===== src/rtl/err_round_sched.sv =====
// Shared registered round-half-up unit with round-robin arbitration across NUM_REQ requesters.
// Optional ROUND_SAT_EN: saturate to the largest kept-MSB value on rounding carry-out instead of wrapping.
`timescale 1ns/1ps
module err_round_sched #(
  parameter int NUM_REQ = 4,
  parameter int DATA_W  = 16,   // up to 31, m is held in 5 bits
  parameter int MSB_DEF = 8
) (
  input  logic                       clk,
  input  logic                       rst_n,
  input  logic [NUM_REQ-1:0]         req_valid,
  input  logic [NUM_REQ*DATA_W-1:0]  req_data,
  output logic [NUM_REQ-1:0]         req_ready,
  input  logic [4:0]                 cfg_msb,
  input  logic                       cfg_load,
  output logic                       resp_valid,
  output logic [DATA_W-1:0]          resp_data,
  output logic [$clog2(NUM_REQ)-1:0] resp_id,
  input  logic                       resp_ready,
  output logic                       busy
);

  localparam int IDW = $clog2(NUM_REQ);
  localparam logic [4:0] MSB_RST = 5'(MSB_DEF);

  typedef enum logic [1:0] {IDLE = 2'd0, RUN = 2'd1, DRAIN = 2'd2} state_t;

  // Handshake: a transfer happens on a rising edge where valid and ready are both 1;
  // valid may drop before the transfer, and held response data never changes while
  // resp_valid=1 and resp_ready=0.
  state_t             state;
  logic [4:0]         m;
  logic [4:0]         m_pend;
  logic               live;     // keeps req_ready low through and just after reset
  logic [IDW-1:0]     ptr;

  logic               s0_valid;
  logic [DATA_W-1:0]  s0_data;
  logic [IDW-1:0]     s0_id;
  logic [4:0]         s0_m;
  logic               s1_valid;
  logic [DATA_W-1:0]  s1_data;
  logic [IDW-1:0]     s1_id;

  logic               grant_found;
  logic [IDW-1:0]     grant_id;
  logic               s1_load;
  logic               s0_can_load;
  logic               accept_en;
  logic               accept;
  logic               pipe_empty;
  logic               cfg_ok;

  function automatic logic [DATA_W-1:0] round_fn(input logic [DATA_W-1:0] x,
                                                 input logic [4:0] mm);
    logic [DATA_W:0]   sum;
    logic [DATA_W-1:0] mask;
    logic [DATA_W-1:0] half;
    logic [DATA_W-1:0] res;
    int                sh;
    sh   = DATA_W - int'(mm);
    res  = x;
    sum  = '0;
    mask = '1;
    half = '0;
    if (sh > 0) begin
      mask = {DATA_W{1'b1}} << sh;
      half = DATA_W'(1) << (sh - 1);
      sum  = {1'b0, x} + {1'b0, half};
      res  = sum[DATA_W-1:0] & mask;
`ifdef ROUND_SAT_EN
      if (sum[DATA_W]) res = mask;
`else
      res = sum[DATA_W-1:0] & mask;
`endif
    end
    return res;
  endfunction

  // Lowest k wins, so the search order starts at ptr+1 and wraps.
  always_comb begin
    grant_found = 1'b0;
    grant_id    = '0;
    for (int k = NUM_REQ; k >= 1; k--) begin
      if (req_valid[IDW'((int'(ptr) + k) % NUM_REQ)]) begin
        grant_found = 1'b1;
        grant_id    = IDW'((int'(ptr) + k) % NUM_REQ);
      end
    end
  end

  assign pipe_empty  = !s0_valid && !s1_valid;
  assign s1_load     = !s1_valid || resp_ready;
  assign s0_can_load = !s0_valid || s1_load;
  assign cfg_ok      = (cfg_msb != 5'd0) && (int'(cfg_msb) <= DATA_W);
  // A config request always takes priority over a new accept in the same cycle.
  assign accept_en   = live && (state != DRAIN) && !cfg_load && s0_can_load;
  assign accept      = grant_found && accept_en;
  assign req_ready   = accept ? (NUM_REQ'(1) << grant_id) : '0;

  assign resp_valid = s1_valid;
  assign resp_data  = s1_data;
  assign resp_id    = s1_id;
  assign busy       = s0_valid || s1_valid || (state == DRAIN);

  always_ff @(posedge clk or negedge rst_n) begin
    if (!rst_n) begin
      state  <= IDLE;
      m      <= MSB_RST;
      m_pend <= MSB_RST;
      live   <= 1'b0;
    end else begin
      live <= 1'b1;
      case (state)
        IDLE: begin
          if (cfg_load) begin
            if (cfg_ok) m <= cfg_msb;
          end else if (accept) begin
            state <= RUN;
          end
        end
        RUN: begin
          if (cfg_load) begin
            if (pipe_empty) begin
              if (cfg_ok) m <= cfg_msb;
              state <= IDLE;
            end else begin
              m_pend <= cfg_ok ? cfg_msb : m;
              state  <= DRAIN;
            end
          end else if (pipe_empty && !accept) begin
            state <= IDLE;
          end
        end
        DRAIN: begin
          if (pipe_empty) begin
            m     <= (cfg_load && cfg_ok) ? cfg_msb : m_pend;
            state <= IDLE;
          end else if (cfg_load && cfg_ok) begin
            m_pend <= cfg_msb;
          end
        end
        default: state <= IDLE;
      endcase
    end
  end

  // Each item carries the m that was current at its accept.
  always_ff @(posedge clk or negedge rst_n) begin
    if (!rst_n) begin
      ptr      <= IDW'(NUM_REQ - 1);
      s0_valid <= 1'b0;
      s0_data  <= '0;
      s0_id    <= '0;
      s0_m     <= MSB_RST;
      s1_valid <= 1'b0;
      s1_data  <= '0;
      s1_id    <= '0;
    end else begin
      if (s1_load) begin
        s1_valid <= s0_valid;
        if (s0_valid) begin
          s1_data <= round_fn(s0_data, s0_m);
          s1_id   <= s0_id;
        end
      end
      if (s0_can_load) begin
        s0_valid <= accept;
        if (accept) begin
          s0_data <= req_data[int'(grant_id)*DATA_W +: DATA_W];
          s0_id   <= grant_id;
          s0_m    <= m;
          ptr     <= grant_id;
        end
      end
    end
  end

endmodule


===== config.mk =====
export PLATFORM = sky130hd
export DESIGN_NAME = err_round_sched
export DESIGN_NICKNAME = d
export VERILOG_FILES = /design/src/rtl/err_round_sched.sv
export SDC_FILE = /design/constraint.sdc
export NUM_CORES = 1
export LEC_CHECK = 0
export CAP_MARGIN = 40
export CORE_MARGIN = 2
export CORE_UTILIZATION = 25
export CTS_CLUSTER_DIAMETER = 60
export DETAILED_ROUTE_END_ITERATION = 12
export PLACE_DENSITY = 0.47
export SYNTH_ARGS = -nofsm -noshare
export SYNTH_HDL_FRONTEND = slang
export SYNTH_SLANG_ARGS = --single-unit

===== constraint.sdc =====
create_clock -name clk -period 4.6 [get_ports clk]
set_input_delay 0.69 -clock clk [delete_from_list [all_inputs] [get_ports clk]]
set_output_delay 0.69 -clock clk [all_outputs]
set_load 0.03 [all_outputs]

==> impl_results.md <==
* Final ANT Viol Nets at 0
* Post-DP HPWL at 10000 microns
* Vias in the first global route at 3,931
* ANT cells at 0
* Post-CTS Hold Buffers at 0
* Initial antenna violation count at 0
* Total power at 4100 uW
* Clock root cell: clkbuf_16
* Largest net degree at the start of global routing at 59
* Unrepaired setup endpoints after global routing: no
* Worst Clk Skew at 0.00969 ns
* Final hold violations at 0
* Synthesized flop and latch total at 58
* DRT iter0 DRCs at 256
* GRT Residual Overflow at 0
* # setup viols final at 0
* Type of the most critical hold path: flip-flop to flip-flop
* Clk sinks at 58
* Nature of the critical path startpoint: flip-flop
* CP Max Fanout at 10
* CP Capture Type: flip-flop
* Synth top area cells: dfrtp_1 30%, mux2i_1 11%, mux2_2 6.2%
* Number of flops mapped to enable cells by yosys at 0
* Vias at 3,875
* Worst-path clk slew at 0.06 ns
* DR pass1 iterations at 4
* Initial Util at 25.4%
* DR DRC count at 0
* Relative slew margins at 47.5%
* Sequential-to-total area share from yosys stat at 33.2%
* # port buffers at 100
* Pins Over Slew Limit at 0
* Pleak at 0.00250 uW
* Ys Warns at 0
* CORE AREA at 17,200 sq um
* First-pass GRT wire length at 20,800 microns
* Status: complete, no violations
* DRT Wirelength at 13,100 microns
* Mapped Area at 4380 sq um
* Fraction of registers with async set/reset at 100%
* Worst-Skew Late Latency at 0.33 ns
* Worst Tran Pin Value at 0.787 ns
* PwrDens at 690 nW/um^2
* Die Span Y at 136 microns
* Commonest cells after routing, fill and taps aside: 99 x clkdlybuf4s50_1, 53 x dfrtp_1, 49 x mux2i_1, 40 x nor2_1, 39 x nand2_1
* I/O Pins at 101
* Peak supply drop at 246 uV
* Sequential cell area at 1460 sq um
* Die width at 136 microns
* Max Cap Violations at 0
* Post-synth top area share at 30.3%
* Post-CTS sizing at 0
* FILL cells at 1,790
* TritonCTS clock tree: done
* Die ar. at 18,600 sq um
* Critical path type: flip-flop to flip-flop
* Post-CTS Setup Inserts at 0
* Post-DR vias/cell at 4.82
* Top FF cell, synth: dfrtp_1
* Commonest non-fill, non-tap cell in the layout: clkdlybuf4s50_1
* Final net count at 668
* Mapped Nets at 575
* GRT Overall Usage at 14.6%
* Fmax at 250 MHz
* DR WL/cell at 16.3 microns
* Setup TNS at 0 ns
* Gate Count Post-Synth at 481
* Area growth, synth to finish at 35.5%
* Cts bufs inserted at 9
* CP Data Arrival Time at 4.21 ns
* Share of post-route cells with drive strength above 1 at 11.4%
* FP Rows at 48
* Multi-input logic area at 2760 sq um
* Final min period at 3.99 ns
* CTS max path bufs at 2
* Area leader, netlist: dfrtp_1
* Fin crit share at 86.8%
* Distinct cells, synth at 71
* Mean Syn Cell Area at 9.11 sq um
* Htree depth at 3
* Critical Path RT at 4.82 ns
* RePlAce Congestion at 0.870
## synthesized netlist by cell type (9+ instances only)
cell and instances:
o21ai_0 17, nor2_1 40, dfrtp_1 53, nand2_1 39
ha_1 16, nand2b_1 13, nor3_1 12, clkbuf_1 12
buf_2 11, xnor2_1 16, o22ai_1 9, mux2i_1 49
a21oi_1 29, mux2_2 24, o21ai_1 13, inv_1 11
## power breakdown
group          switching [uW]  internal (uW)
registers                 238            757
logic                    1330           1050
clock network             241            489
total                    1810           2290
## area by class of cell
| type | instances | area share, % |
|---|---|---|
| multi-input cells | 383 | 46.4 |
| clock buffers | 12 | 4.15 |
| clock inverters | 4 | 1.26 |
| repair buffers | 110 | 18.2 |
| well taps | 225 | 4.74 |
| flip-flops and latches | 58 | 24.5 |
| inverters | 12 | 0.758 |
## metal layers
layer	routed length [microns]	global-route usage, %	vias up
met5	0	0	-
met3	454	2.80	10
met4	124	3.47	0
met1	5960	18.6	1840
li1	-	-	1947
met2	6540	25.5	78
## final timing paths
kind,depth (start not counted),end,start,slack (ns)
hold / removal,2,m_pend[4],m_pend[4],0.46
setup reg to reg,15,resp_data[10],s0_m[1],0.61
setup / recovery,15,resp_data[10],s0_m[1],0.61
min in group asynchronous,2,state[1],rst_n,0.50
hold reg to reg,2,m_pend[4],m_pend[4],0.46
max in group asynchronous,2,resp_data[11],rst_n,3.55
## kinds of logic after synthesis
| group | synth area share, % |
|---|---|
| other | 0.0855 |
| DFF | 33.2 |
| buffers and inverters | 4.08 |
| muxes | 17.9 |
| adders and majority gates | 5.02 |
| xor gates and xnor gates | 4.20 |
| AOI/OAI and AO/OA | 17.6 |
| and+or+nand+nor | 18.0 |
## through the flow
stage          std cells  hold WS (ns)  instance area, sq um  utilization (%)  setup slack (ns)
6_report             804         0.465                  5940             34.5             0.606
5_1_grt              804         0.501                  5940             34.5             0.321
4_1_cts              804         0.472                  5940             34.5             0.633
3_5_place_dp         788         0.458                  5620             32.6             0.650
3_3_place_gp         787         0.453                  5610             32.5             0.698
2_1_floorplan        481         0.394                  4380                -             0.559
## worst max-delay path: stages, from the launching register on
cell and delay (ns):
dfrtp_1 0.52, inv_1 0.14, ha_1 0.45, nor2b_1 0.10, xnor2_1 0.13, mux2i_1 0.15
nor2_1 0.07, xnor2_1 0.19, or4_1 0.53, fa_1 0.42, nor2b_1 0.20, o211ai_1 0.14
a2bb2oi_1 0.26, a31oi_1 0.14, xnor2_1 0.14, a221o_1 0.32
## flip-flops by register name, summed over array words and instances, names as in the netlist
name and cells:
live 1, m 5, m_pend 5, ptr 2, resp_data 16, resp_id 2
resp_valid 1, s0_data 16, s0_id 2, s0_m 5, s0_valid 1, state 2
Note: power is estimated with default switching activity, not from simulation.
